### config.mk
export PLATFORM = sky130hd
export DESIGN_NAME = dvi_link_ctrl
export DESIGN_NICKNAME = d
export VERILOG_FILES = /design/src/rtl/dvi_ctrl_pkg.sv /design/src/rtl/btn_debounce.sv /design/src/rtl/dvi_link_ctrl.sv
export SDC_FILE = /design/constraint.sdc
export NUM_CORES = 1
export LEC_CHECK = 0
export CORE_MARGIN = 4
export CORE_UTILIZATION = 30
export DETAILED_ROUTE_END_ITERATION = 7
export PLACE_DENSITY = 0.45
export SLEW_MARGIN = 30
export SYNTH_ARGS = -nofsm -noshare
export SYNTH_HDL_FRONTEND = slang
export SYNTH_SLANG_ARGS = --single-unit
### constraint.sdc
create_clock -name clk_pixel -period 3.42 [get_ports clk_pixel]
set_input_delay 0.684 -clock clk_pixel [delete_from_list [all_inputs] [get_ports clk_pixel]]
set_output_delay 0.684 -clock clk_pixel [all_outputs]
set_load 0.05 [all_outputs]
### src/rtl/dvi_ctrl_pkg.sv
// Shared types for the DVI link controller.
// State encoding doubles as the LED code on out_state.
package dvi_ctrl_pkg;

   typedef enum logic [1:0] {
      S_WAIT_LOCK = 2'd0,
      S_SETTLE    = 2'd1,
      S_BLANK     = 2'd2,
      S_ACTIVE    = 2'd3
   } state_t;

   localparam int PAT_W = 8;

endpackage

### src/rtl/btn_debounce.sv
// Pushbutton synchroniser and debouncer.
// rise pulses once on the first cycle of a new high stable level.
module btn_debounce #(
   parameter int C_debounce_bits = 18
) (
   input  logic clk,
   input  logic rst_n,
   input  logic btn,
   output logic rise
);

   logic                       btn_s1;
   logic                       btn_s;
   logic                       stable;
   logic [C_debounce_bits-1:0] cnt;
   logic                       full;

   assign full = &cnt;

   always_ff @(posedge clk or negedge rst_n) begin
      if (!rst_n) begin
         btn_s1 <= 1'b0;
         btn_s  <= 1'b0;
         stable <= 1'b0;
         cnt    <= '0;
         rise   <= 1'b0;
      end else begin
         btn_s1 <= btn;
         btn_s  <= btn_s1;
         rise   <= 1'b0;
         if (btn_s != stable) begin
            if (full) begin
               stable <= btn_s;
               cnt    <= '0;
               rise   <= btn_s;
            end else begin
               cnt <= cnt + 1'b1;
            end
         end else begin
            cnt <= '0;
         end
      end
   end

endmodule

### src/rtl/dvi_link_ctrl.sv
// DVI bring-up sequencer: lock settle, blanked frames, then video,
// with frame-aligned test-pattern advance from a debounced button.
module dvi_link_ctrl
   import dvi_ctrl_pkg::*;
#(
   parameter int   C_settle_cycles = 65536,
   parameter int   C_blank_frames  = 2,
   parameter int   C_debounce_bits = 18,
   parameter int   C_num_patterns  = 4,
   parameter logic C_vsync_active  = 1'b1
) (
   input  logic             clk_pixel,
   input  logic             rst_n,
   input  logic             pll_locked,
   input  logic             in_vsync,
   input  logic             btn_next,
   output logic             out_tmds_en,
   output logic             out_force_blank,
   output logic [PAT_W-1:0] out_pattern,
   output logic             out_frame_tick,
   output logic [1:0]       out_state
);

   localparam int SW = $clog2(C_settle_cycles);
   localparam int FW = $clog2(C_blank_frames + 1);

   state_t           state, state_n;
   logic [SW-1:0]    scnt, scnt_n;
   logic [FW-1:0]    fcnt, fcnt_n;
   logic [PAT_W-1:0] pattern, pattern_n;
   logic             pending, pending_n;
   logic             tmds_n, blank_n;
   logic             lock_s1, lock_s;
   logic             vs_q, vs_qq;
   logic             frame;
   logic             rise;

   btn_debounce #(
      .C_debounce_bits(C_debounce_bits)
   ) u_btn (
      .clk   (clk_pixel),
      .rst_n (rst_n),
      .btn   (btn_next),
      .rise  (rise)
   );

   assign frame = (vs_q == C_vsync_active) && (vs_qq != C_vsync_active);

   always_comb begin
      state_n   = state;
      scnt_n    = scnt;
      fcnt_n    = fcnt;
      pattern_n = pattern;
      pending_n = pending;
      if (rise) pending_n = 1'b1;
      unique case (state)
         S_WAIT_LOCK: begin
            scnt_n    = '0;
            fcnt_n    = '0;
            pending_n = 1'b0;
            if (lock_s) state_n = S_SETTLE;
         end
         S_SETTLE: begin
            scnt_n = scnt + 1'b1;
            if (scnt == SW'(C_settle_cycles - 1)) begin
               state_n = S_BLANK;
               fcnt_n  = '0;
            end
         end
         S_BLANK: begin
            if (frame) begin
               fcnt_n = fcnt + 1'b1;
               if (fcnt == FW'(C_blank_frames - 1)) state_n = S_ACTIVE;
            end
         end
         S_ACTIVE: begin
            // A press landing on the boundary itself waits for the next one
            if (frame && pending) begin
               if (pattern == PAT_W'(C_num_patterns - 1))
                  pattern_n = '0;
               else
                  pattern_n = pattern + 1'b1;
               if (!rise) pending_n = 1'b0;
            end
         end
      endcase
      if (!lock_s) state_n = S_WAIT_LOCK;
      tmds_n  = (state_n == S_BLANK) || (state_n == S_ACTIVE);
      blank_n = (state_n != S_ACTIVE);
   end

   always_ff @(posedge clk_pixel or negedge rst_n) begin
      if (!rst_n) begin
         state           <= S_WAIT_LOCK;
         scnt            <= '0;
         fcnt            <= '0;
         pattern         <= '0;
         pending         <= 1'b0;
         out_tmds_en     <= 1'b0;
         out_force_blank <= 1'b1;
         out_frame_tick  <= 1'b0;
         lock_s1         <= 1'b0;
         lock_s          <= 1'b0;
         vs_q            <= 1'b0;
         vs_qq           <= 1'b0;
      end else begin
         state           <= state_n;
         scnt            <= scnt_n;
         fcnt            <= fcnt_n;
         pattern         <= pattern_n;
         pending         <= pending_n;
         out_tmds_en     <= tmds_n;
         out_force_blank <= blank_n;
         out_frame_tick  <= frame;
         lock_s1         <= pll_locked;
         lock_s          <= lock_s1;
         vs_q            <= in_vsync;
         vs_qq           <= vs_q;
      end
   end

   assign out_state   = state;
   assign out_pattern = pattern;

endmodule

Yosys cells after proc, flatten, opt, wreduce, memory -nomap -nowiden
Cells that the tools add are included.
{"block": "word_totals", "input_bits": 5, "register_bits": 58, "ram_bits": 0, "n_memories": 0, "romBits": 0, "latchBits": 0}
{"block": "classes", "n_shift": 0, "add_sub_neg": 4, "reduce_logical": 10, "div": 0, "n_mul": 0, "mux": 18, "n_bitwise": 1, "n_lt_le_gt_ge": 0, "eq_ne": 12}
{"cell": "$mux 18", "n": 2}
{"cell": "$pmux 16 s2", "n": 1}
{"cell": "$reduce_and 19->1", "n": 1}
{"cell": "$add 18x1->18 const B", "n": 1}
{"cell": "$reduce_and 18->1", "n": 1}
{"cell": "$add 16x1->16 const B", "n": 1}
{"cell": "$eq 16x16->1 const B", "n": 1}
{"cell": "$mux 2", "n": 6}
{"cell": "$pmux 2 s3", "n": 2}
{"cell": "$add 8x1->8 const B", "n": 1}
{"cell": "$eq 2x2->1 const B", "n": 4}
{"cell": "$eq 8x2->1 const B", "n": 1}
{"cell": "$mux 8", "n": 1}
{"cell": "$ne 2x2->1 const B", "n": 3}
{"cell": "$mux 1", "n": 5}
{"cell": "$eq 2x1->1 const B", "n": 2}
{"cell": "$reduce_and 3->1", "n": 1}
{"cell": "$reduce_bool 3->1", "n": 1}
{"cell": "$add 2x1->2 const B", "n": 1}
{"cell": "$logic_and 1x1->1", "n": 2}
{"cell": "$logic_not 2->1", "n": 1}
{"cell": "$pmux 1 s2", "n": 1}
{"cell": "$reduce_and 2->1", "n": 1}
{"cell": "$reduce_bool 2->1", "n": 1}
{"cell": "3 further kinds", "n": 3}

Depth between registers and ports, before layout
{"block": "depth", "depth_word": 7, "depth_mapped": 7}

By module
Synthesis repeated with hierarchy kept, for this count alone.
{"block": "unflattened", "hier_cells": 290, "hier_area_um2": 2950.3}
{"mod": "dvi_link_ctrl", "area_each_um2": 1936.9, "cells_per_inst": 193, "seq_area_each_um2": 902.1, "n_inst": 1}
{"mod": "btn_debounce", "area_each_um2": 1013.5, "cells_per_inst": 97, "seq_area_each_um2": 550.5, "n_inst": 1}

Least setup slack after synthesis
No wires, ideal clock.
{"block": "synth_timing", "path_kind": "register to register", "start": "register state[0], in the netlist out_state[0]", "end": "register state[0], in the netlist out_state[0]", "required_time_ns": 3.301, "arrival_time_ns": 1.845, "setup_time_ns": 0.119, "stages_incl_launch_ff": 8, "synth_period_minus_slack_ns": 1.964, "path_slack_ns": 1.456, "path_buffers": 1, "path_cell_list": "dfrtp_1 -> inv_1 -> ha_1 -> buf_1 -> nor4_1 -> a41o_1 -> o21ai_1 -> and2_1"}
{"block": "synth_between", "elab_chain_cells": 4, "word_cells_on_any_way": 8, "cone_classes": "eq/ne: 2; mux: 5; reduce/logical: 1"}
{"element": "start: declaration", "line": "dvi_link_ctrl.sv:27", "text": "state_t state, state_n;"}
{"element": "start signal: assignment", "line": "dvi_link_ctrl.sv:107", "text": "state <= state_n;"}
{"element": "$mux 2", "line": "dvi_link_ctrl.sv:73", "text": "if (fcnt == FW'(C_blank_frames - 1)) state_n = S_ACTIVE;"}
{"element": "$mux 2", "line": "dvi_link_ctrl.sv:71", "text": "if (frame) begin"}
{"element": "$pmux 2 s3 (*)", "line": "dvi_link_ctrl.sv:56", "text": "unique case (state)"}
{"element": "$mux 2 (*)", "line": "dvi_link_ctrl.sv:87", "text": "if (!lock_s) state_n = S_WAIT_LOCK;"}
{"element": "named net state_n[0]", "line": "dvi_link_ctrl.sv:27"}
The timed path passes the listed nets; every way through them passes the cells marked *.
A chain may end at the register's enable or synchronous reset.

Worst setup path in the final report
{"block": "layout_timing", "start": "register out_force_blank", "end": "output port out_force_blank"}
{"element": "start: declaration", "line": "dvi_link_ctrl.sv:18", "text": "output logic out_force_blank,"}
{"element": "start signal: assignment", "line": "dvi_link_ctrl.sv:113", "text": "out_force_blank <= blank_n;"}
No word-level cell between the ends.

==> results summary <==
The flow ran to the end, and the final reports show no timing, DRC or antenna violations. For this block, the routed nets add up to 5390 µm of wire. The total overflow left after global routing is 0. The detailed-route via count is ~2k. The residual antenna-violating net count after detailed routing is 0.

The number of instances in the synthesized netlist came out at between 200 and 300. In the layout the commonest cells are sky130_fd_sc_hd__dfrtp_1, sky130_fd_sc_hd__nor2_1, sky130_fd_sc_hd__nand2_1. The number of antenna violations at the first check in global routing came out at 0. The standard cell core area came out at between 9000 and 10000 µm². The number of port buffers is 17. The number of sinks driven by the clock tree is 58.

The post-route fraction of the period consumed by the critical path is between 60% and 70%. The register bit total from synthesis is 58. The tree is rooted in a sky130_fd_sc_hd__clkbuf_8. Across every metal layer, demand over resource in global routing totals a little over a tenth. The area occupied by registers came out at between 1000 and 1500 µm². The maximum clock frequency is around 430 MHz. The total power density per cell area is roughly 470 nW/µm². The maximum VDD drop came out at between 0.0002 and 0.00025 V. The first routing iteration left 99 violations. Setup slack closes at ~1.1 ns.

After synthesis, flip-flops and latches occupy slightly above 50% of the total area. The share of synthesized registers carrying an async set or reset came out at 100%. The number of setup buffers added after CTS is 0. For this run, the slowest stage of the critical path takes 0.80 ns. The clock buffer count from CTS is 9. Setup repair after global routing left no endpoint under its margin.

TritonCTS built the clock tree. On the critical path, the stage with the largest delay is an instance of sky130_fd_sc_hd__clkdlybuf4s50_1. The net count after synthesis is ~280. Entering global routing, the biggest net connects 34 pins. The number of global-route vias before repair is around 2.0k. At the worst endpoint, the arrival time is 1.64 ns. The number of buffers and inverters on the critical path is 1. The number of nets in the final layout is around 300. In the final routed layout, each cell accounts on average for between 10 and 15 µm. Summing all placed instances gives a cell area of between 3000 and 4000 µm². The total area of multi-input combinational cells came out at around 1300 µm². Summed over all failing endpoints, the final setup total negative slack is 0 ns.

The initial standard-cell utilization of the core is a little under a third. The post-synthesis area per instance came out at slightly above 10 µm². The power after layout is around 1.6 mW. The count of antenna diodes in the layout is 0. Compared with the post-synthesis result, the final layout area differs by 19.2%. The utilization after layout is about 37%. The netlist area before placement came out at around 2800 µm². The worst setup skew after layout came out at around 0.0073 ns. The first global-routing pass estimated approximately 10000 µm of wire. In the routed design, unresolved DRC markers number 0. The H-tree was split into 3 levels. The quantity of gates resized following cts is 0. Summed over all cells, the static leakage comes to 1.44 nW. The count of flip-flops with a built-in enable after synthesis is 0. In this run the core area contains 35 standard-cell rows. Of all nets on the critical path, the largest fanout is 1. The headroom to the max-slew limit came out at between 60% and 70%. After clock tree synthesis, the clock-pin slew on the worst setup and hold paths is 0.07 ns. The number of filler cells placed in the layout came out at slightly above 900. The die boundary width came out at between 100 and 150 µm. Clock latency on the worst-skew pair, taken at its later pin, is 0.33 ns. The design area came out at 3340 µm². The signal on the critical path passes through clkdlybuf4s50_1.

The average via count per standard cell is 4.90. The maximum buffer depth of the clock tree came out at 2. The final-report hold violation count is 0.

The ratio of cells with drive above 1 in the final layout came out at 11.3%. During synthesis, Yosys emitted a total of 0 warnings. The number of max-cap violations is 0.

The leading cell type in the layout, fill and taps excluded is sky130_fd_sc_hd__dfrtp_1. The kind of cell with the highest combined delay on the critical path is buffers and inverters. The slew at the pin closest to its max-slew limit came out at just over 0.5 ns. STA classifies the critical path startpoint as a flip-flop.

The predominant post-synthesis flop cell is sky130_fd_sc_hd__dfrtp_1. The boundary pin count came out at 18. The setup violation total in the final timing report came out at 0. The worst hold path class is input pin to asynchronous set/reset pin. The data required time at the worst endpoint is between 2 and 3 ns. The shortest clock period the worst path allows after layout is around 2.3 ns. Yosys mapped the design onto 53 distinct sky130hd cell types. The first TritonRoute pass finished after 4 iterations. The kind of capture point of the worst setup path is an output pin.

After legalization and detailed placement, the total HPWL measured approximately 3600 µm. The routability congestion estimate from global placement came out at about 0.74. The die area is around 11000 µm². The worst setup slack after placement is around 1.4 ns. The critical path is of the flip-flop to output pin type. Hold repair after CTS inserted 0 buffers.

The total count of max-transition violations in the final report is 0. The y dimension of the die is approximately 100 µm.
[logic make-up (layout without fill, tap and decap cells)]
kind of cell / Yosys count / in the layout / synth area share, %
AO/OA/AOI/OAI: 50 / 50 / 11.7
buffers and inverters: 16 / 46 / 2.72
AND/OR/NAND/NOR: 115 / 115 / 22.7
XOR/XNOR: 20 / 20 / 6.24
adder cells (fa/ha/maj): 9 / 9 / 4.01
flip-flops: 58 / 58 / 51.8
multiplexers: 2 / 2 / 0.758
[state kept, by name, indices dropped and copies added (netlist names)]
signal and count:
fcnt 2, lock_s 1, lock_s1 1, out_force_blank 1, out_frame_tick 1, out_pattern 8, out_state 2, out_tmds_en 1
pending 1, scnt 16, u_btn.btn_s 1, u_btn.btn_s1 1, u_btn.cnt 18, u_btn.rise 1, u_btn.stable 1, vs_q 1
vs_qq 1
[layout make-up]
type / instances / share of cell area, %
Clock buffer: 11 / 4.53
Inverter: 10 / 1.12
Tap cell: 111 / 4.15
Clock inverter: 5 / 2.99
Multi-Input combinational cell: 196 / 38.2
Timing Repair Buffer: 20 / 5.61
Sequential cell: 58 / 43.4
[report_power, final]
group          switching (mW)  internal, mW  leakage (nW)
Combinational          0.0533        0.0245         0.525
Sequential             0.0118         0.699         0.786
Clock                   0.271         0.521         0.129
[cells in the mapped netlist (2+ instances only)]
library cell | instances | area share, %
sky130_fd_sc_hd__a21o_1 | 4 | 1.1
sky130_fd_sc_hd__a21oi_1 | 9 | 1.6
sky130_fd_sc_hd__a31oi_1 | 2 | 0.45
sky130_fd_sc_hd__and3_1 | 6 | 1.3
sky130_fd_sc_hd__and4_1 | 2 | 0.62
sky130_fd_sc_hd__buf_4 | 2 | 0.54
sky130_fd_sc_hd__dfrtp_1 | 57 | 51
sky130_fd_sc_hd__ha_1 | 9 | 4.0
sky130_fd_sc_hd__inv_1 | 9 | 1.2
sky130_fd_sc_hd__nand2_1 | 27 | 3.6
sky130_fd_sc_hd__nand3_1 | 16 | 2.9
sky130_fd_sc_hd__nand3_4 | 3 | 1.9
sky130_fd_sc_hd__nand3b_1 | 2 | 0.54
sky130_fd_sc_hd__nand4_1 | 9 | 2.0
sky130_fd_sc_hd__nor2_1 | 28 | 3.7
sky130_fd_sc_hd__nor3_1 | 6 | 1.1
sky130_fd_sc_hd__nor3_2 | 2 | 0.71
sky130_fd_sc_hd__nor4_1 | 3 | 0.67
sky130_fd_sc_hd__o211ai_1 | 4 | 1.1
sky130_fd_sc_hd__o21ai_0 | 17 | 3.0
sky130_fd_sc_hd__o31ai_1 | 3 | 0.80
sky130_fd_sc_hd__xnor2_1 | 11 | 3.4
sky130_fd_sc_hd__xor2_1 | 9 | 2.8
[routing by layer]
layer / GRT usage (%) / routed length (µm) / vias up
li1: - / - / 1010
met1: 14.7 / 2720 / 972
met2: 16.4 / 2450 / 29
met3: 4.14 / 187 / 2
met4: 2.91 / 23 / 0
met5: 0 / 0 / -
[metrics by stage]
step | hold slack [ns] | cells
after detailed placement | 0.342 | 395
final | 0.160 | 411
after global routing | 0.141 | 411
after floorplan | 0.331 | 270
after global placement | 0.337 | 395
after CTS | 0.145 | 411
[final timing paths]
kind,startpoint,end,slack [ns],cells past startpoint
max,out_force_blank,out_force_blank,1.09,1
min,rst_n,scnt[4],0.16,1
max reg2reg,scnt[0],scnt[14],1.59,6
min reg2reg,lock_s1,lock_s,0.35,0
max in group asynchronous,rst_n,u_btn.cnt[5],2.63,2
min in group clk_pixel,lock_s1,lock_s,0.35,0
Power figures use the tool's default switching activity.
